**config.mk**
```make
export PLATFORM = sky130hd
export DESIGN_NAME = alu_seq
export DESIGN_NICKNAME = d
export VERILOG_FILES = /design/src/rtl/alu_seq.sv
export SDC_FILE = /design/constraint.sdc
export NUM_CORES = 1
export LEC_CHECK = 0
export ABC_AREA = 1
export CORE_ASPECT_RATIO = 1.4
export CORE_UTILIZATION = 41
export CTS_CLUSTER_SIZE = 20
export DETAILED_ROUTE_END_ITERATION = 12
export PLACE_DENSITY = 0.63
export SYNTH_ARGS = -nofsm -noshare
export SYNTH_HDL_FRONTEND = slang
export SYNTH_SLANG_ARGS = --single-unit
```
**constraint.sdc**
```tcl
create_clock -name clk -period 3.6 [get_ports clk]
set_clock_uncertainty 0.15 [all_clocks]
set_input_delay 0.72 -clock clk [delete_from_list [all_inputs] [get_ports clk]]
set_output_delay 0.72 -clock clk [all_outputs]
set_load 0.005 [all_outputs]
```
**src/rtl/alu_seq.sv**
```systemverilog
// Registered ALU with a persistent condition-code register.
// Single-cycle logic ops plus multi-cycle shift-add multiply and restoring divide.
module alu_seq #(
  parameter int WIDTH = 16,
  parameter int CNT_W = $clog2(WIDTH + 1)
) (
  input  logic             clk,
  input  logic             rst,
  input  logic             start,
  input  logic [3:0]       op,
  input  logic [WIDTH-1:0] a,
  input  logic [WIDTH-1:0] b,
  output logic [WIDTH-1:0] result,
  output logic [3:0]       ccr,
  output logic             busy,
  output logic             done
);

  localparam logic [1:0] IDLE    = 2'd0;
  localparam logic [1:0] MUL_RUN = 2'd1;
  localparam logic [1:0] DIV_RUN = 2'd2;

  localparam logic [3:0] OP_NOPA = 4'd0;
  localparam logic [3:0] OP_NOPB = 4'd1;
  localparam logic [3:0] OP_NOTA = 4'd2;
  localparam logic [3:0] OP_AND  = 4'd3;
  localparam logic [3:0] OP_OR   = 4'd4;
  localparam logic [3:0] OP_XOR  = 4'd5;
  localparam logic [3:0] OP_ADD  = 4'd6;
  localparam logic [3:0] OP_SUB  = 4'd7;
  localparam logic [3:0] OP_MUL  = 4'd8;
  localparam logic [3:0] OP_DIV  = 4'd9;
  localparam logic [3:0] OP_MOD  = 4'd10;
  localparam logic [3:0] OP_CLRC = 4'd11;
  localparam logic [3:0] OP_SETC = 4'd12;

  localparam int M = WIDTH - 1;

  logic [1:0]       state;
  logic [CNT_W-1:0] cnt;
  logic [WIDTH-1:0] a_r;
  logic [WIDTH-1:0] b_r;
  logic [WIDTH-1:0] hi_r;
  logic [WIDTH-1:0] lo_r;
  logic             is_mod;

  logic [WIDTH:0]   add_s;
  logic [WIDTH:0]   sub_s;
  logic [WIDTH-1:0] res1;
  logic [3:0]       ccr1;

  logic [WIDTH:0]   mul_sum;
  logic [WIDTH-1:0] mul_hi;
  logic [WIDTH-1:0] mul_lo;

  logic [WIDTH:0]   div_sh;
  logic [WIDTH:0]   div_diff;
  logic             div_ge;
  logic [WIDTH-1:0] div_rem;
  logic [WIDTH-1:0] div_quo;
  logic             div0;
  logic [WIDTH-1:0] div_res;

  assign busy = (state != IDLE);

  assign add_s = {1'b0, a} + {1'b0, b};
  assign sub_s = {1'b0, a} - {1'b0, b};

  // Single-cycle result and flag update; multi-cycle ops are handled by the FSM.
  always_comb begin
    res1    = '0;
    ccr1    = ccr;
    unique case (op)
      OP_NOPA: res1 = a;
      OP_NOPB: res1 = b;
      OP_NOTA: res1 = ~a;
      OP_AND:  res1 = a & b;
      OP_OR:   res1 = a | b;
      OP_XOR:  res1 = a ^ b;
      OP_ADD: begin
        res1    = add_s[M:0];
        ccr1[0] = add_s[WIDTH];
        ccr1[1] = (a[M] == b[M]) && (add_s[M] != a[M]);
      end
      OP_SUB: begin
        res1    = sub_s[M:0];
        ccr1[0] = sub_s[WIDTH];
        ccr1[1] = (a[M] != b[M]) && (sub_s[M] != a[M]);
      end
      OP_CLRC: begin
        res1    = result;
        ccr1[0] = 1'b0;
      end
      OP_SETC: begin
        res1    = result;
        ccr1[0] = 1'b1;
      end
      default: res1 = '0;
    endcase
    if (op != OP_CLRC && op != OP_SETC) begin
      ccr1[2] = (res1 == '0);
      ccr1[3] = res1[M];
    end
  end

  // One shift-add step: add multiplicand if the multiplier LSB is set, then shift right.
  always_comb begin
    mul_sum = {1'b0, hi_r} + (lo_r[0] ? {1'b0, a_r} : '0);
    mul_hi  = mul_sum[WIDTH:1];
    mul_lo  = {mul_sum[0], lo_r[M:1]};
  end

  // One restoring-divide step: shift in the next dividend bit, subtract if it fits.
  always_comb begin
    div_sh   = {hi_r, lo_r[M]};
    div_diff = div_sh - {1'b0, b_r};
    div_ge   = (div_sh >= {1'b0, b_r});
    div_rem  = div_ge ? div_diff[M:0] : div_sh[M:0];
    div_quo  = {lo_r[M-1:0], div_ge};
    div0     = (b_r == '0);
    if (div0)
      div_res = is_mod ? a_r : '1;
    else
      div_res = is_mod ? div_rem : div_quo;
  end

  // Control FSM, operand/iteration registers and the architectural outputs.
  always_ff @(posedge clk or posedge rst) begin
    if (rst) begin
      state  <= IDLE;
      cnt    <= '0;
      a_r    <= '0;
      b_r    <= '0;
      hi_r   <= '0;
      lo_r   <= '0;
      is_mod <= 1'b0;
      result <= '0;
      ccr    <= '0;
      done   <= 1'b0;
    end else begin
      done <= 1'b0;
      unique case (state)
        IDLE: begin
          if (start) begin
            if (op == OP_MUL) begin
              state <= MUL_RUN;
              a_r   <= a;
              b_r   <= b;
              hi_r  <= '0;
              lo_r  <= b;
              cnt   <= CNT_W'(WIDTH);
            end else if (op == OP_DIV || op == OP_MOD) begin
              state  <= DIV_RUN;
              a_r    <= a;
              b_r    <= b;
              hi_r   <= '0;
              lo_r   <= a;
              is_mod <= (op == OP_MOD);
              cnt    <= CNT_W'(WIDTH);
            end else begin
              result <= res1;
              ccr    <= ccr1;
              done   <= 1'b1;
            end
          end
        end
        MUL_RUN: begin
          hi_r <= mul_hi;
          lo_r <= mul_lo;
          cnt  <= cnt - CNT_W'(1);
          if (cnt == CNT_W'(1)) begin
            state  <= IDLE;
            result <= mul_lo;
            ccr    <= {mul_lo[M], mul_lo == '0, mul_hi != '0, ccr[0]};
            done   <= 1'b1;
          end
        end
        DIV_RUN: begin
          hi_r <= div_rem;
          lo_r <= div_quo;
          cnt  <= cnt - CNT_W'(1);
          if (cnt == CNT_W'(1)) begin
            state  <= IDLE;
            result <= div_res;
            ccr    <= {div_res[M], div_res == '0, div0, ccr[0]};
            done   <= 1'b1;
          end
        end
        default: state <= IDLE;
      endcase
    end
  end

endmodule

```
==> results of run 1 <==
## cell type report
type                            count  area (um^2)
Fill cell                        2549        11800
Multi-Input combinational cell   1180         6590
Sequential cell                    93         2330
Timing Repair Buffer              206         1760
Inverter                          228          858
Tap cell                          310          388
Clock buffer                       10          239
Clock inverter                      6         46.3
## cell usage in the layout (no fill, tap or decap), types with 60 or more instances in the layout
master	count
a21oi_1	109
buf_4	141
clkdlybuf4s50_1	60
dfrtp_1	93
ha_1	88
inv_1	217
nand2_1	387
nand3_1	98
nor2_1	111
o21ai_0	135
## final timing paths
| kind | to | slack [ns] | depth (start not counted) |
|---|---|---|---|
| min reg2reg | cnt[4] | 0.34 | 1 |
| max reg2reg | ccr[1] | 0.30 | 19 |
| min in group asynchronous | a_r[1] | 0.65 | 2 |
| max in group asynchronous | is_mod | 1.93 | 3 |
| min | cnt[4] | 0.34 | 1 |
| max | ccr[2] | 0.27 | 17 |
## registers in the layout, indices dropped and copies added, names as in the netlist
signal / flops
result: 16
b_r: 16
a_r: 16
is_mod: 1
state: 2
done: 1
ccr: 4
hi_r: 16
cnt: 5
lo_r: 16
## cell families (layout without fill, tap and decap cells)
logic type                 Yosys count  in the layout  share of synthesized area, %
AOI/OAI and AO/OA                  387            387                          22.8
DFF                                 93             93                          23.2
adders and majority gates           92             92                          11.8
xor gates and xnor gates            18             18                          1.57
buffers and inverters              287            450                          11.2
and+or+nand+nor                    683            683                          29.4
## cell usage after synthesis (all sizes together) (2+ instances only)
cell type | count | area share, %
nand4 | 22 | 1.4
o2111ai | 7 | 0.61
a221oi | 5 | 0.44
clkbuf | 41 | 1.5
o31ai | 5 | 0.37
clkinv | 2 | 0.075
a22o | 8 | 0.70
ha | 88 | 11
a31oi | 3 | 0.19
a31o | 2 | 0.17
xor2 | 12 | 1.0
nand3 | 100 | 5.1
dfrtp | 93 | 23
o21a | 2 | 0.15
a21boi | 2 | 0.15
a211oi | 9 | 0.67
o21ai | 145 | 7.3
inv | 226 | 8.5
o21bai | 7 | 0.52
a21oi | 111 | 5.6
nor3 | 16 | 0.96
o22ai | 41 | 2.6
o221ai | 25 | 2.2
a311oi | 2 | 0.17
nand2 | 404 | 16
o211ai | 8 | 0.60
nor4 | 6 | 0.37
nand3b | 2 | 0.15
nor2 | 121 | 5.0
or2 | 11 | 0.69
fa | 4 | 0.80
xnor2 | 6 | 0.52
buf | 18 | 1.1
a21o | 2 | 0.15
## power by group through the flow
stage	Clock [uW]	Sequential, uW	Combinational, uW
after floorplan	0	1740	3830
after global placement	0	1890	5660
after detailed placement	0	1890	5710
after CTS	952	1880	5730
after global routing	983	1930	6410
final	949	1890	5830
## routing by layer
| metal | wire length, um | up-vias | global-route usage, % |
|---|---|---|---|
| met5 | 0 | - | 0 |
| met4 | 2580 | 0 | 19.6 |
| met3 | 1940 | 127 | 3.06 |
| met2 | 19500 | 432 | 56.2 |
| met1 | 15900 | 5263 | 37.7 |
| li1 | - | 5547 | - |
## worst max-delay path, cell delays in order
cell and delay (ns):
clkdlybuf4s50_1 0.48, inv_1 0.10, buf_4 0.15, fa_1 0.47, o31ai_1 0.43, nand3_1 0.20, nand3_1 0.18, xor2_1 0.09
nand2_1 0.06, nand3_1 0.09, nor2_1 0.10, nand2_1 0.06, nor2_1 0.08, nand3_1 0.08, nand2_1 0.09, nand2_1 0.05
nand2_1 0.05
## per-stage QoR
| step | setup TNS (ns) | cell area (um^2) | hold slack, ns | utilization, % |
|---|---|---|---|---|
| 5_1_grt | 0 | 12200 | 0.370 | 50.9 |
| 4_1_cts | 0 | 12200 | 0.335 | 50.8 |
| 2_1_floorplan | 0 | 10000 | 0.298 | - |
| 3_3_place_gp | -0.0591 | 11900 | 0.316 | 49.7 |
| 6_report | 0 | 12200 | 0.338 | 50.9 |
| 3_5_place_dp | -0.101 | 11900 | 0.329 | 49.7 |
==> flow_summary_export.csv, run 1 <==
group,metric,value,unit
cts,cts_tree,"yes",
power,switching_share,53.7,%
sta,rsz0062_at_grt,"false",
power,p_comb_share,67.2,%
cts,numCtsBuffers,9,
power,p_seq_share,21.8,%
layout,nets,1849,
synthesis,postSynthCellCount,1560,
global_route,grt_pass1_wl,61900,um
power,power,8670,uW
setup_path,arrival,3.47,ns
setup_path,reg2reg_from,"lo_r[0]",
synthesis,synth.distinct_cells,55,
sta,finalHoldViolations,0,
power,p_per_area,710,nW/um^2
cts,cts_buffer_depth,2,
route,drt-pass1-iter-count,5,
route,wl_per_cell,19.6,um
synthesis,ys_ff_latch,93,
global_route,track_usage,32.2,%
sta,fin_ws,0.274,ns
synthesis,syn_area,10000,um^2
synthesis,syn_nets,1691,
power,leakage,0.00623,uW
setup_path,cp.required,3.75,ns
synthesis,synthFlopType,"dfrtp_1",
floorplanning,fp.dieW,134,um
cts,insertion_delay,0.35,ns
cts,cts_sinks,93,
power,clkPwrFrac,10.9,%
sta,worst_pin_slew,0.622,ns
sta,relSlewSlack,58.6,%
place,io_buffers,60,
synthesis,ys_seq_area_share,23.2,%
route,num_vias,11400,
route,finalWirelength,39900,um
layout,instances_no_fill,2033,
min_path,worstHoldStart,"cnt[4]",
cts,cts_setup_buffers,0,
cts,hold_buffers,0,
synthesis,ys_async_sr_fraction,100,%
synthesis,synth-edff-count,0,
power,switchingPower,4650,uW
place,dp.cells,2017,
floorplanning,dieArea,25100,um^2
setup_path,cp-end-kind,"flip-flop",
sta,fmax,301,MHz
power,irDropWorstVdd,0.000446,V
cts,cts_max_level,3,
setup_path,path_class,"primary input to flip-flop",
global_route,antenna_found_initial,0,
floorplanning,pin_count,61,
route,post-route-drc-count,0,
run,maxCapViolations,0,
cts,cts_resized,0,
global_route,grt_pass1_vias,11300,
place,pre_cts_ws,-0.0811,ns
setup_path,start_kind,"primary input",
floorplanning,die_h,187,um
setup_path,cp_max_fo,4,
route,viasPerCell,5.59,
sta,setup_viol,0,
min_path,hold_path_class,"flip-flop to flip-flop",
place,gp_congestion,0.999,
place,dp_hpwl,32300,um
route,antenna_left,0,
setup_path,critPathLaunch,"a[1]",
global_route,grt_max_degree,50,
sta,period_share,92.4,%
route,drt_iter0_markers,906,
run_status,outcome,"complete, no violations",
synthesis,ys.warnings.count,0,
floorplanning,core_area,24000,um^2
sta,fin_crit,3.33,ns
cts,clockRootBuffer,"clkbuf_16",
floorplanning,rows,67,
global_route,grt_overflow,0,
power,p_int,4010,uW
layout,drive_gt1_share,12.5,%
synthesis,syn_avg_cell_area,6.42,um^2
layout,antenna_cells,0,
cts,clkTransAtPathRegs,0.07,ns
floorplanning,initial_core_util,41.8,%
layout,syn_to_final_growth,21.8,%
sta,drv_slew,0,
(Power assumes the default switching activity.)
==> inputs of run 2 (changes only) <==
--- a/config.mk
+++ b/config.mk
@@ -6,7 +6,6 @@
 export NUM_CORES = 1
 export LEC_CHECK = 0
 export ABC_AREA = 1
-export CORE_ASPECT_RATIO = 1.4
 export CORE_UTILIZATION = 41
 export CTS_CLUSTER_SIZE = 20
 export DETAILED_ROUTE_END_ITERATION = 12
==> flow_summary_export.csv, run 2 (synthesized netlist as in run 1, its figures left out) <==
group,metric,value,unit
floorplanning,rows,56,
floorplanning,fp.dieW,158,um
layout,syn_to_final_growth,20.4,%
cts,cts_tree,"yes",
min_path,hold_path_class,"flip-flop to flip-flop",
route,post-route-drc-count,0,
cts,clkTransAtPathRegs,0.07,ns
layout,instances_no_fill,2021,
layout,seq_area,2330,um^2
power,leakage,0.00612,uW
layout,final_common_cell,"nand2_1",
route,finalWirelength,38300,um
sta,drv_slew,0,
setup_path,start_kind,"flip-flop",
floorplanning,initial_core_util,42.3,%
sta,setup_tns,0,ns
place,dp.cells,2005,
sta,setup_viol,0,
floorplanning,dieArea,25100,um^2
global_route,grt_max_degree,65,
sta,rsz0062_at_grt,"false",
run_status,outcome,"complete, no violations",
route,drt_iter0_markers,930,
setup_path,cp_max_fo,4,
setup_path,arrival,3.48,ns
setup_path,path_class,"flip-flop to flip-flop",
layout,multi_input_area,6590,um^2
layout,layout_common_cells,"nand2_1 (388), inv_1 (216), o21ai_0 (134)",
global_route,antenna_found_initial,0,
setup_path,cp-end-kind,"flip-flop",
setup_path,cp.required,3.70,ns
floorplanning,die_h,158,um
global_route,grt_overflow,0,
sta,worst_pin_slew,1.19,ns
floorplanning,pin_count,61,
place,gp_congestion,1.07,
power,p_per_area,715,nW/um^2
sta,period_share,93.9,%
layout,nFillCells,2537,
route,antenna_left,0,
run,maxCapViolations,0,
place,io_buffers,60,
layout,drive_gt1_share,11.4,%
route,drt-pass1-iter-count,5,
sta,whs,0.336,ns
sta,fin_crit,3.38,ns
sta,finalHoldViolations,0,
route,num_vias,11200,
power,power,8630,uW
cts,cts_setup_buffers,0,
global_route,track_usage,31.5,%
power,irDropWorstVdd,0.000395,V
cts,cts_buffer_depth,2,
cts,cts_max_level,3,
cts,insertion_delay,0.35,ns
sta,fmax,296,MHz
layout,nets,1828,
cts,clockRootBuffer,"clkbuf_16",
setup_path,reg2reg_depth,19,
route,viasPerCell,5.54,
route,wl_per_cell,19.0,um
cts,numCtsBuffers,9,
floorplanning,core_area,23700,um^2
global_route,grt_pass1_vias,10600,
cts,cts_sinks,93,
min_path,whs_path_depth,2,
layout,antenna_cells,0,
global_route,grt_pass1_wl,59600,um
place,dp_hpwl,31100,um
sta,relSlewSlack,19.9,%
[run 2: changes by cell type in the layout (fill, tap and decap cells not counted), sizes merged]
cell,previous run,this run
buf,146,125
bufinv,0,1
clkinv,4,3
clkinvlp,2,3
inv,228,227
[run 2: worst paths after layout]
| kind | from | end | slack [ns] |
|---|---|---|---|
| worst max-delay path | a_r[0] | ccr[1] | 0.22 |
| min in group asynchronous | rst | b_r[1] | 0.65 |
| worst min register to register | b_r[8] | b_r[8] | 0.34 |
| worst min-delay path | b_r[8] | b_r[8] | 0.34 |
| max in group asynchronous | rst | lo_r[14] | 1.96 |
| worst max register to register | a_r[0] | ccr[1] | 0.22 |
[run 2: metal layers]
layer | track usage, % | wire (um) | up-vias | share of wire (%)
met5 | 0 | 0 | - | 0
met4 | 12.8 | 1410 | 0 | 3.7
met3 | 3.10 | 2660 | 73 | 6.9
met2 | 49.9 | 17100 | 456 | 44
met1 | 43.8 | 17200 | 5158 | 45
li1 | - | - | 5503 | -
[run 2: stage by stage]
stage | setup slack, ns | utilization (%) | area (um^2)
floorplan | 0.310 | - | 10000
global placement | -0.253 | 49.6 | 11700
detailed placement | -0.232 | 49.6 | 11700
CTS | 0.130 | 50.9 | 12000
global route | 0.00857 | 50.9 | 12100
finish | 0.219 | 50.9 | 12100
[run 2: area by class of cell]
type                    count  share of cell area (%)
multi-input cells        1180                    54.6
flip-flops and latches     93                    19.3
repair buffers            185                    13.2
inverters                 228                    7.11
well taps                 319                    3.31
clock buffers              10                    1.90
clock inverters             6                   0.601
[run 2: report_power, final]
group / internal (uW) / switching [uW]
Clock: 545 / 444
Combinational: 1970 / 3780
Sequential: 1490 / 395
Total: 4000 / 4620
[run 2: timing repair]
item / 4_1_cts / 5_1_grt
resized for setup: 0 / 6
endpoints found under the setup margin: 0 / 2
hold endpoints to repair: 0 / 0
hold buffers: 0 / 0
[run 2: worst max-delay path: stages, from the launching register on]
cell     delay (ns)
dfrtp_1        0.41
nand2_1        0.07
inv_1          0.05
ha_1           0.15
inv_1          0.05
fa_1           0.40
o21ai_0        0.33
nand2_1        0.12
a21oi_1        0.18
buf_4          0.16
nand2_1        0.05
nand2_1        0.14
xnor2_1        0.23
nand4_1        0.14
nor2_1         0.17
nand3_1        0.12
nand2_1        0.08
nand3_1        0.13
nand2_1        0.09
nand2_1        0.05
